## src/rtl/ps2_host_tx.sv

```systemverilog
// PS/2 host-to-device transmitter: inhibit, request-to-send, 11-bit frame, ACK check.
// Optional resend-once on error when PS2_TX_RETRY_EN is defined.
//
// Ports:
//   CLK100MHZ, CPU_RESETN         system clock, async active-low reset
//   tx_data, tx_valid, tx_ready   command byte handshake (accept in IDLE)
//   busy, done, ack_err,
//   timeout_err                   status; done/errors are one-cycle pulses
//   ps2_clk_i, ps2_data_i         raw pin levels (async)
//   ps2_clk_low, ps2_data_low     registered open-drain pull-down enables
module ps2_host_tx #(
    parameter int unsigned INHIBIT_CYCLES = 12000,
    parameter int unsigned SETUP_CYCLES   = 200,
    parameter int unsigned TIMEOUT_CYCLES = 2000000,
    parameter int unsigned FILTER_LEN     = 8
) (
    input  logic       CLK100MHZ,
    input  logic       CPU_RESETN,
    input  logic [7:0] tx_data,
    input  logic       tx_valid,
    output logic       tx_ready,
    output logic       busy,
    output logic       done,
    output logic       ack_err,
    output logic       timeout_err,
    input  logic       ps2_clk_i,
    input  logic       ps2_data_i,
    output logic       ps2_clk_low,
    output logic       ps2_data_low
);

    localparam int unsigned TMR_MAX =
        (INHIBIT_CYCLES > SETUP_CYCLES) ? INHIBIT_CYCLES : SETUP_CYCLES;
    localparam int TMR_W = $clog2(TMR_MAX + 1);
    localparam int TMO_W = $clog2(TIMEOUT_CYCLES + 1);
    localparam int FLT_W = $clog2(FILTER_LEN + 1);

    typedef enum logic [2:0] {
        S_IDLE,
        S_INHIBIT,
        S_REQ,
        S_XFER,
        S_ACK,
        S_WAIT_IDLE
    } state_t;

    state_t     state_q, state_d;
    logic [7:0] byte_q, byte_d;
    logic [3:0] bit_q, bit_d;
    logic [TMR_W-1:0] tmr_q, tmr_d;
    logic [TMO_W-1:0] tmo_q, tmo_d;
    logic [1:0] clk_s_q, clk_s_d;
    logic [1:0] dat_s_q, dat_s_d;
    logic       filt_q, filt_d;
    logic [FLT_W-1:0] fcnt_q, fcnt_d;
    logic       clk_low_q, clk_low_d;
    logic       data_low_q, data_low_d;
    logic       done_q, done_d;
    logic       ack_err_q, ack_err_d;
    logic       timeout_err_q, timeout_err_d;
`ifdef PS2_TX_RETRY_EN
    logic       retry_q, retry_d;
`endif

    logic fall;
    logic dat_sync;
    logic tmo_hit;
    logic fail;
    logic nack;

    assign dat_sync = dat_s_q[1];
    assign tmo_hit  = (tmo_q == TMO_W'(TIMEOUT_CYCLES - 1));

    // A clock level change is accepted only after FILTER_LEN
    // consecutive samples disagree with the current filtered level.
    always_comb begin
        clk_s_d = {clk_s_q[0], ps2_clk_i};
        dat_s_d = {dat_s_q[0], ps2_data_i};
        filt_d  = filt_q;
        fcnt_d  = '0;
        if (clk_s_q[1] != filt_q) begin
            if (fcnt_q == FLT_W'(FILTER_LEN - 1)) begin
                filt_d = clk_s_q[1];
            end else begin
                fcnt_d = fcnt_q + 1'b1;
            end
        end
    end

    assign fall = filt_q & ~filt_d;

    always_comb begin
        state_d       = state_q;
        byte_d        = byte_q;
        bit_d         = bit_q;
        tmr_d         = tmr_q;
        tmo_d         = tmo_q;
        clk_low_d     = clk_low_q;
        data_low_d    = data_low_q;
        done_d        = 1'b0;
        ack_err_d     = 1'b0;
        timeout_err_d = 1'b0;
        fail          = 1'b0;
        nack          = 1'b0;
`ifdef PS2_TX_RETRY_EN
        retry_d       = retry_q;
`endif
        unique case (state_q)
            S_IDLE: begin
                if (tx_valid && tx_ready) begin
                    byte_d     = tx_data;
                    bit_d      = '0;
                    tmr_d      = '0;
                    clk_low_d  = 1'b1;
                    data_low_d = 1'b0;
                    state_d    = S_INHIBIT;
`ifdef PS2_TX_RETRY_EN
                    retry_d    = 1'b0;
`endif
                end
            end
            S_INHIBIT: begin
                if (tmr_q == TMR_W'(INHIBIT_CYCLES - 1)) begin
                    tmr_d      = '0;
                    data_low_d = 1'b1;
                    state_d    = S_REQ;
                end else begin
                    tmr_d = tmr_q + 1'b1;
                end
            end
            S_REQ: begin
                if (tmr_q == TMR_W'(SETUP_CYCLES - 1)) begin
                    clk_low_d = 1'b0;
                    tmo_d     = '0;
                    state_d   = S_XFER;
                end else begin
                    tmr_d = tmr_q + 1'b1;
                end
            end
            S_XFER: begin
                tmo_d = tmo_q + 1'b1;
                if (tmo_hit) begin
                    fail = 1'b1;
                end else if (fall) begin
                    bit_d = bit_q + 1'b1;
                    if (bit_q < 4'd8) begin
                        data_low_d = ~byte_q[bit_q[2:0]];
                    end else if (bit_q == 4'd8) begin
                        // odd parity bit is ~^byte; pull low when it is 0
                        data_low_d = ^byte_q;
                    end else begin
                        data_low_d = 1'b0;
                        state_d    = S_ACK;
                    end
                end
            end
            S_ACK: begin
                tmo_d = tmo_q + 1'b1;
                if (tmo_hit) begin
                    fail = 1'b1;
                end else if (fall) begin
                    if (!dat_sync) begin
                        state_d = S_WAIT_IDLE;
                    end else begin
                        fail = 1'b1;
                        nack = 1'b1;
                    end
                end
            end
            S_WAIT_IDLE: begin
                tmo_d = tmo_q + 1'b1;
                if (tmo_hit) begin
                    fail = 1'b1;
                end else if (filt_q && dat_sync) begin
                    done_d  = 1'b1;
                    state_d = S_IDLE;
                end
            end
            default: state_d = S_IDLE;
        endcase

        if (fail) begin
            clk_low_d  = 1'b0;
            data_low_d = 1'b0;
`ifdef PS2_TX_RETRY_EN
            if (!retry_q) begin
                retry_d   = 1'b1;
                state_d   = S_INHIBIT;
                clk_low_d = 1'b1;
                tmr_d     = '0;
                bit_d     = '0;
            end else begin
                state_d       = S_IDLE;
                ack_err_d     = nack;
                timeout_err_d = ~nack;
            end
`else
            state_d       = S_IDLE;
            ack_err_d     = nack;
            timeout_err_d = ~nack;
`endif
        end
    end

    always_ff @(posedge CLK100MHZ or negedge CPU_RESETN) begin
        if (!CPU_RESETN) begin
            state_q       <= S_IDLE;
            byte_q        <= '0;
            bit_q         <= '0;
            tmr_q         <= '0;
            tmo_q         <= '0;
            clk_s_q       <= 2'b11;
            dat_s_q       <= 2'b11;
            filt_q        <= 1'b1;
            fcnt_q        <= '0;
            clk_low_q     <= 1'b0;
            data_low_q    <= 1'b0;
            done_q        <= 1'b0;
            ack_err_q     <= 1'b0;
            timeout_err_q <= 1'b0;
`ifdef PS2_TX_RETRY_EN
            retry_q       <= 1'b0;
`endif
        end else begin
            state_q       <= state_d;
            byte_q        <= byte_d;
            bit_q         <= bit_d;
            tmr_q         <= tmr_d;
            tmo_q         <= tmo_d;
            clk_s_q       <= clk_s_d;
            dat_s_q       <= dat_s_d;
            filt_q        <= filt_d;
            fcnt_q        <= fcnt_d;
            clk_low_q     <= clk_low_d;
            data_low_q    <= data_low_d;
            done_q        <= done_d;
            ack_err_q     <= ack_err_d;
            timeout_err_q <= timeout_err_d;
`ifdef PS2_TX_RETRY_EN
            retry_q       <= retry_d;
`endif
        end
    end

    // The pulse cycle is already in IDLE; hold off new requests one cycle.
    assign tx_ready     = (state_q == S_IDLE) &
                          ~(done_q | ack_err_q | timeout_err_q);
    assign busy         = ~tx_ready;
    assign done         = done_q;
    assign ack_err      = ack_err_q;
    assign timeout_err  = timeout_err_q;
    assign ps2_clk_low  = clk_low_q;
    assign ps2_data_low = data_low_q;

endmodule

```

## config.mk

```make
export PLATFORM = sky130hd
export DESIGN_NAME = ps2_host_tx
export DESIGN_NICKNAME = d
export VERILOG_FILES = /design/src/rtl/ps2_host_tx.sv
export SDC_FILE = /design/constraint.sdc
export NUM_CORES = 1
export LEC_CHECK = 0
export ABC_CLOCK_PERIOD_IN_PS = 4400
export BUFFER_PORTS_ARGS = -buffer_cell sky130_fd_sc_hd__buf_2
export CAP_MARGIN = 20
export CORE_MARGIN = 10
export CORE_UTILIZATION = 50
export DETAILED_ROUTE_END_ITERATION = 8
export PLACE_DENSITY = 0.77
export SYNTH_ARGS = -nofsm -noshare
export SYNTH_HDL_FRONTEND = slang
export SYNTH_SLANG_ARGS = --single-unit
```

## constraint.sdc

```tcl
create_clock -name CLK100MHZ -period 4.4 [get_ports CLK100MHZ]
set_input_delay 0.44 -clock CLK100MHZ [delete_from_list [all_inputs] [get_ports CLK100MHZ]]
set_output_delay 0.44 -clock CLK100MHZ [all_outputs]
set_load 0.02 [all_outputs]
```

==> impl_summary.log <==
INFO  metric detailedPlacementHpwl = 5480 um
INFO  metric numCtsBuffers = 9
INFO  metric reg2regPathDepth = 5
INFO  metric max-clock-path-buffers = 2
INFO  metric initial_cell_density_of_the_core = 0.518
INFO  metric final-setup-viol-count = 0
INFO  metric timing.critical_path.from_type = register
INFO  metric grt_first_pass_wirelength = 13200 um
INFO  metric final_nets = 397
INFO  metric clkSlewWorstSetupHoldPaths = 80 ps
INFO  metric wl_met1 = approximately 3500 um
INFO  metric timing.hold.worst.class = primary input to register
INFO  metric place_congestion = 0.892
INFO  metric drt-pass1-iter-count = 4
INFO  metric critical_path_required = ~4600 ps
INFO  metric viasPerCell = 6.00
INFO  metric synth.top_cell.area_share = 0.417
INFO  metric maxCapViolCount = 0
INFO  metric rows = 30
INFO  metric routed_wirelength = 7620 um
INFO  metric numPortBuffers = 19
INFO  metric mappedNetlistArea = 3540 um2
INFO  metric syn-mean-instance-area = about 9.9 um2
INFO  metric synth.lib_cells_used.distinct = 61
INFO  metric wl_met3 = 348 um
INFO  metric powerDensity = 531 nW/um2
INFO  metric worst_ep_arrival_time = 2630 ps
INFO  metric antenna_violating_nets_post_route = 0
INFO  metric regArea = 1610 um2
INFO  metric cts.hold.buffers_added = 0
INFO  metric antenna-diode-count = 0
INFO  metric cells_taking_the_most_area_after_synthesis = sky130_fd_sc_hd__dfrtp_1, sky130_fd_sc_hd__xnor2_1, sky130_fd_sc_hd__dfstp_2
INFO  metric mostFrequentLayoutCell = sky130_fd_sc_hd__dfrtp_1
INFO  metric post_cts_buffers = 0
INFO  metric clock_insertion_delay_at_the_later_pin_of_the_skew_report = 340 ps
INFO  metric tritoncts_clock_tree = done
INFO  metric clock_sinks = 64
INFO  metric placedCellCount = roughly 460
INFO  metric floorplan.die_area = 10800 um2
INFO  metric drt_first_iter_violations = 205
INFO  metric worstSetupEndpointType = register
INFO  metric ys.warnings.count = 0
INFO  metric worstHoldPathCells = 1
INFO  metric area.growth.synth_to_final = 11.1%
INFO  metric avgRoutedWirePerCell = roughly 16 um
INFO  metric grt_antenna_before_repair = 0
INFO  metric die_width = approximately 100 um
INFO  metric fillerInstances = 587
INFO  metric highest_count_cells_in_the_layout_ignoring_fill_and_taps = sky130_fd_sc_hd__dfrtp_1, sky130_fd_sc_hd__nor2_1, sky130_fd_sc_hd__nand2_1, sky130_fd_sc_hd__buf_2, sky130_fd_sc_hd__nand3_1
INFO  metric max-slew-margin-rel = 0.399
INFO  metric largest_driver_fanout_on_the_critical_path = 16
INFO  metric critical_path_class = register to register
INFO  metric via_count_of_the_first_global_routing_pass = roughly 2700
INFO  metric timing.final.hold_violations = 0
INFO  metric postCtsResizedCells = 0
INFO  metric num_vias = around 2900
INFO  metric synthArstFlopShare = 1.00
INFO  metric fin_cells = 479
INFO  metric sum_neg_setup_slack = 0 ps
INFO  metric synth-edff-count = 0
INFO  metric maximum_number_of_pins_on_one_net_before_global_route_repair = 41
INFO  metric synth_nets = 376
INFO  metric floorplan.die.height = 104 um
INFO  metric drv_slew = 0
INFO  metric synth.yosys.seq_area_share = 0.454
INFO  metric worst_slew_pin_slew = roughly 900 ps
INFO  metric post-route-period-util = 0.546
INFO  metric run_status = finished, final reports clean
INFO  metric grt.overflow.total = 0
INFO  metric floorplan.core_area = 6830 um2
INFO  metric globalRouteTotalUtil = 0.144
INFO  metric route.top_layer_used = met4
INFO  metric vdd_ir_drop_max = 0.427 mV
INFO  metric multi_input_area = about 1800 um2
INFO  metric detailroute.wirelength.met2 = approximately 3600 um
INFO  metric cts-htree-levels = 3
INFO  metric post-route-drc-count = 0
INFO  metric synth_seq_cells = 64
INFO  metric max_freq = 0.416 GHz
INFO  metric synthDominantAreaCellType = sky130_fd_sc_hd__dfrtp_1
INFO  metric post-route-min-period = 2400 ps
INFO  metric drive_above_1_share = 0.167
INFO  metric clk_root_buffer_cell = sky130_fd_sc_hd__clkbuf_8
INFO  metric rsz_0062_raised_after_global_routing = no
INFO  metric final.setup_skew = 14.7 ps
INFO  metric boundaryPins = 20
INFO  metric synth_instances = ~360
INFO  metric yosys_most_used_dff = sky130_fd_sc_hd__dfrtp_1
INFO  metric total_leakage_power = 1.60 nW
-- power breakdown --
group / internal, mW / switching [mW] / total [mW]
Combinational: 0.297 / 0.367 / 0.664
Clock: 0.332 / 0.217 / 0.549
Sequential: 0.713 / 0.162 / 0.875
-- metrics by stage --
step	total power [mW]	worst slack (ps)	utilization	instance area (um2)	hold slack [ps]
floorplan	1.38	2510	-	3540	144
global placement	1.51	2140	0.545	3720	345
detailed placement	1.54	2060	0.545	3720	347
CTS	2.10	2010	0.576	3930	178
global route	2.23	1750	0.576	3930	177
finish	2.09	2000	0.576	3930	188
-- cells in the mapped netlist, types with 3 or more instances --
cell type / number
sky130_fd_sc_hd__mux2_2: 10
sky130_fd_sc_hd__o31ai_1: 5
sky130_fd_sc_hd__dfstp_2: 5
sky130_fd_sc_hd__nor3_1: 10
sky130_fd_sc_hd__xor2_1: 12
sky130_fd_sc_hd__buf_2: 7
sky130_fd_sc_hd__and4_1: 6
sky130_fd_sc_hd__nand3_2: 3
sky130_fd_sc_hd__ha_1: 5
sky130_fd_sc_hd__a31oi_1: 3
sky130_fd_sc_hd__o21ai_0: 15
sky130_fd_sc_hd__and3_1: 5
sky130_fd_sc_hd__inv_1: 11
sky130_fd_sc_hd__nand4_1: 15
sky130_fd_sc_hd__clkbuf_1: 4
sky130_fd_sc_hd__o211ai_1: 7
sky130_fd_sc_hd__dfrtp_1: 59
sky130_fd_sc_hd__a21oi_1: 14
sky130_fd_sc_hd__xnor2_1: 16
sky130_fd_sc_hd__or3_1: 8
sky130_fd_sc_hd__nand2_1: 19
sky130_fd_sc_hd__or4_1: 12
sky130_fd_sc_hd__nor2b_1: 5
sky130_fd_sc_hd__and2_1: 6
sky130_fd_sc_hd__nor4_1: 4
sky130_fd_sc_hd__nand3_1: 17
sky130_fd_sc_hd__nor2_1: 31
-- worst paths after layout --
check,startpoint,end,slack [ps]
max,state_q[2]$_DFFE_PN0P_,tmr_q[0]$_DFFE_PN0P_,2000
min,ps2_clk_i,clk_s_q[0]$_DFF_PN1_,190
max reg2reg,state_q[2]$_DFFE_PN0P_,tmr_q[0]$_DFFE_PN0P_,2000
min reg2reg,dat_s_q[0]$_DFF_PN1_,dat_s_q[1]$_DFF_PN1_,360
max in group asynchronous,CPU_RESETN,dat_s_q[0]$_DFF_PN1_,3260
min in group asynchronous,CPU_RESETN,done$_DFF_PN0_,220
-- flip-flops by register name, indices dropped and copies added (netlist names) --
name / flops
tmo_q: 21
tmr_q: 14
byte_q: 8
bit_q: 4
fcnt_q: 4
state_q: 3
clk_s_q: 2
dat_s_q: 2
ack_err: 1
done: 1
filt_q: 1
ps2_clk_low: 1
ps2_data_low: 1
timeout_err: 1
-- kinds of logic (layout without fill, tap and decap cells) --
family / after synthesis / count (layout) / share of synthesized area
mux: 12 / 12 / 0.0445
fa+ha+maj: 5 / 5 / 0.0177
simple gates: 163 / 163 / 0.269
compound gates: 63 / 63 / 0.118
xor+xnor: 28 / 28 / 0.0693
buf+inv: 23 / 48 / 0.0269
flops: 64 / 64 / 0.454
-- routing by layer --
layer	track usage	up-vias
met3	0.0328	15
met1	0.194	1391
met5	0	-
met4	0.0457	0
li1	-	1385
met2	0.223	82
-- critical path: stages, from the launching register on --
cell and delay [ps]:
sky130_fd_sc_hd__dfrtp_1 640, sky130_fd_sc_hd__nor2_2 120, sky130_fd_sc_hd__a311oi_1 610, sky130_fd_sc_hd__or2_1 380, sky130_fd_sc_hd__or2_2 200, sky130_fd_sc_hd__mux2_2 330
-- layout make-up --
cell class / count / share of cell area
clock buffers: 12 / 0.0369
clock inverters: 3 / 0.0172
inverters: 12 / 0.0115
multi-input cells: 271 / 0.467
flip-flops and latches: 64 / 0.409
well taps: 96 / 0.0305
repair buffers: 21 / 0.0280
Note: power is estimated with default switching activity, not from simulation.
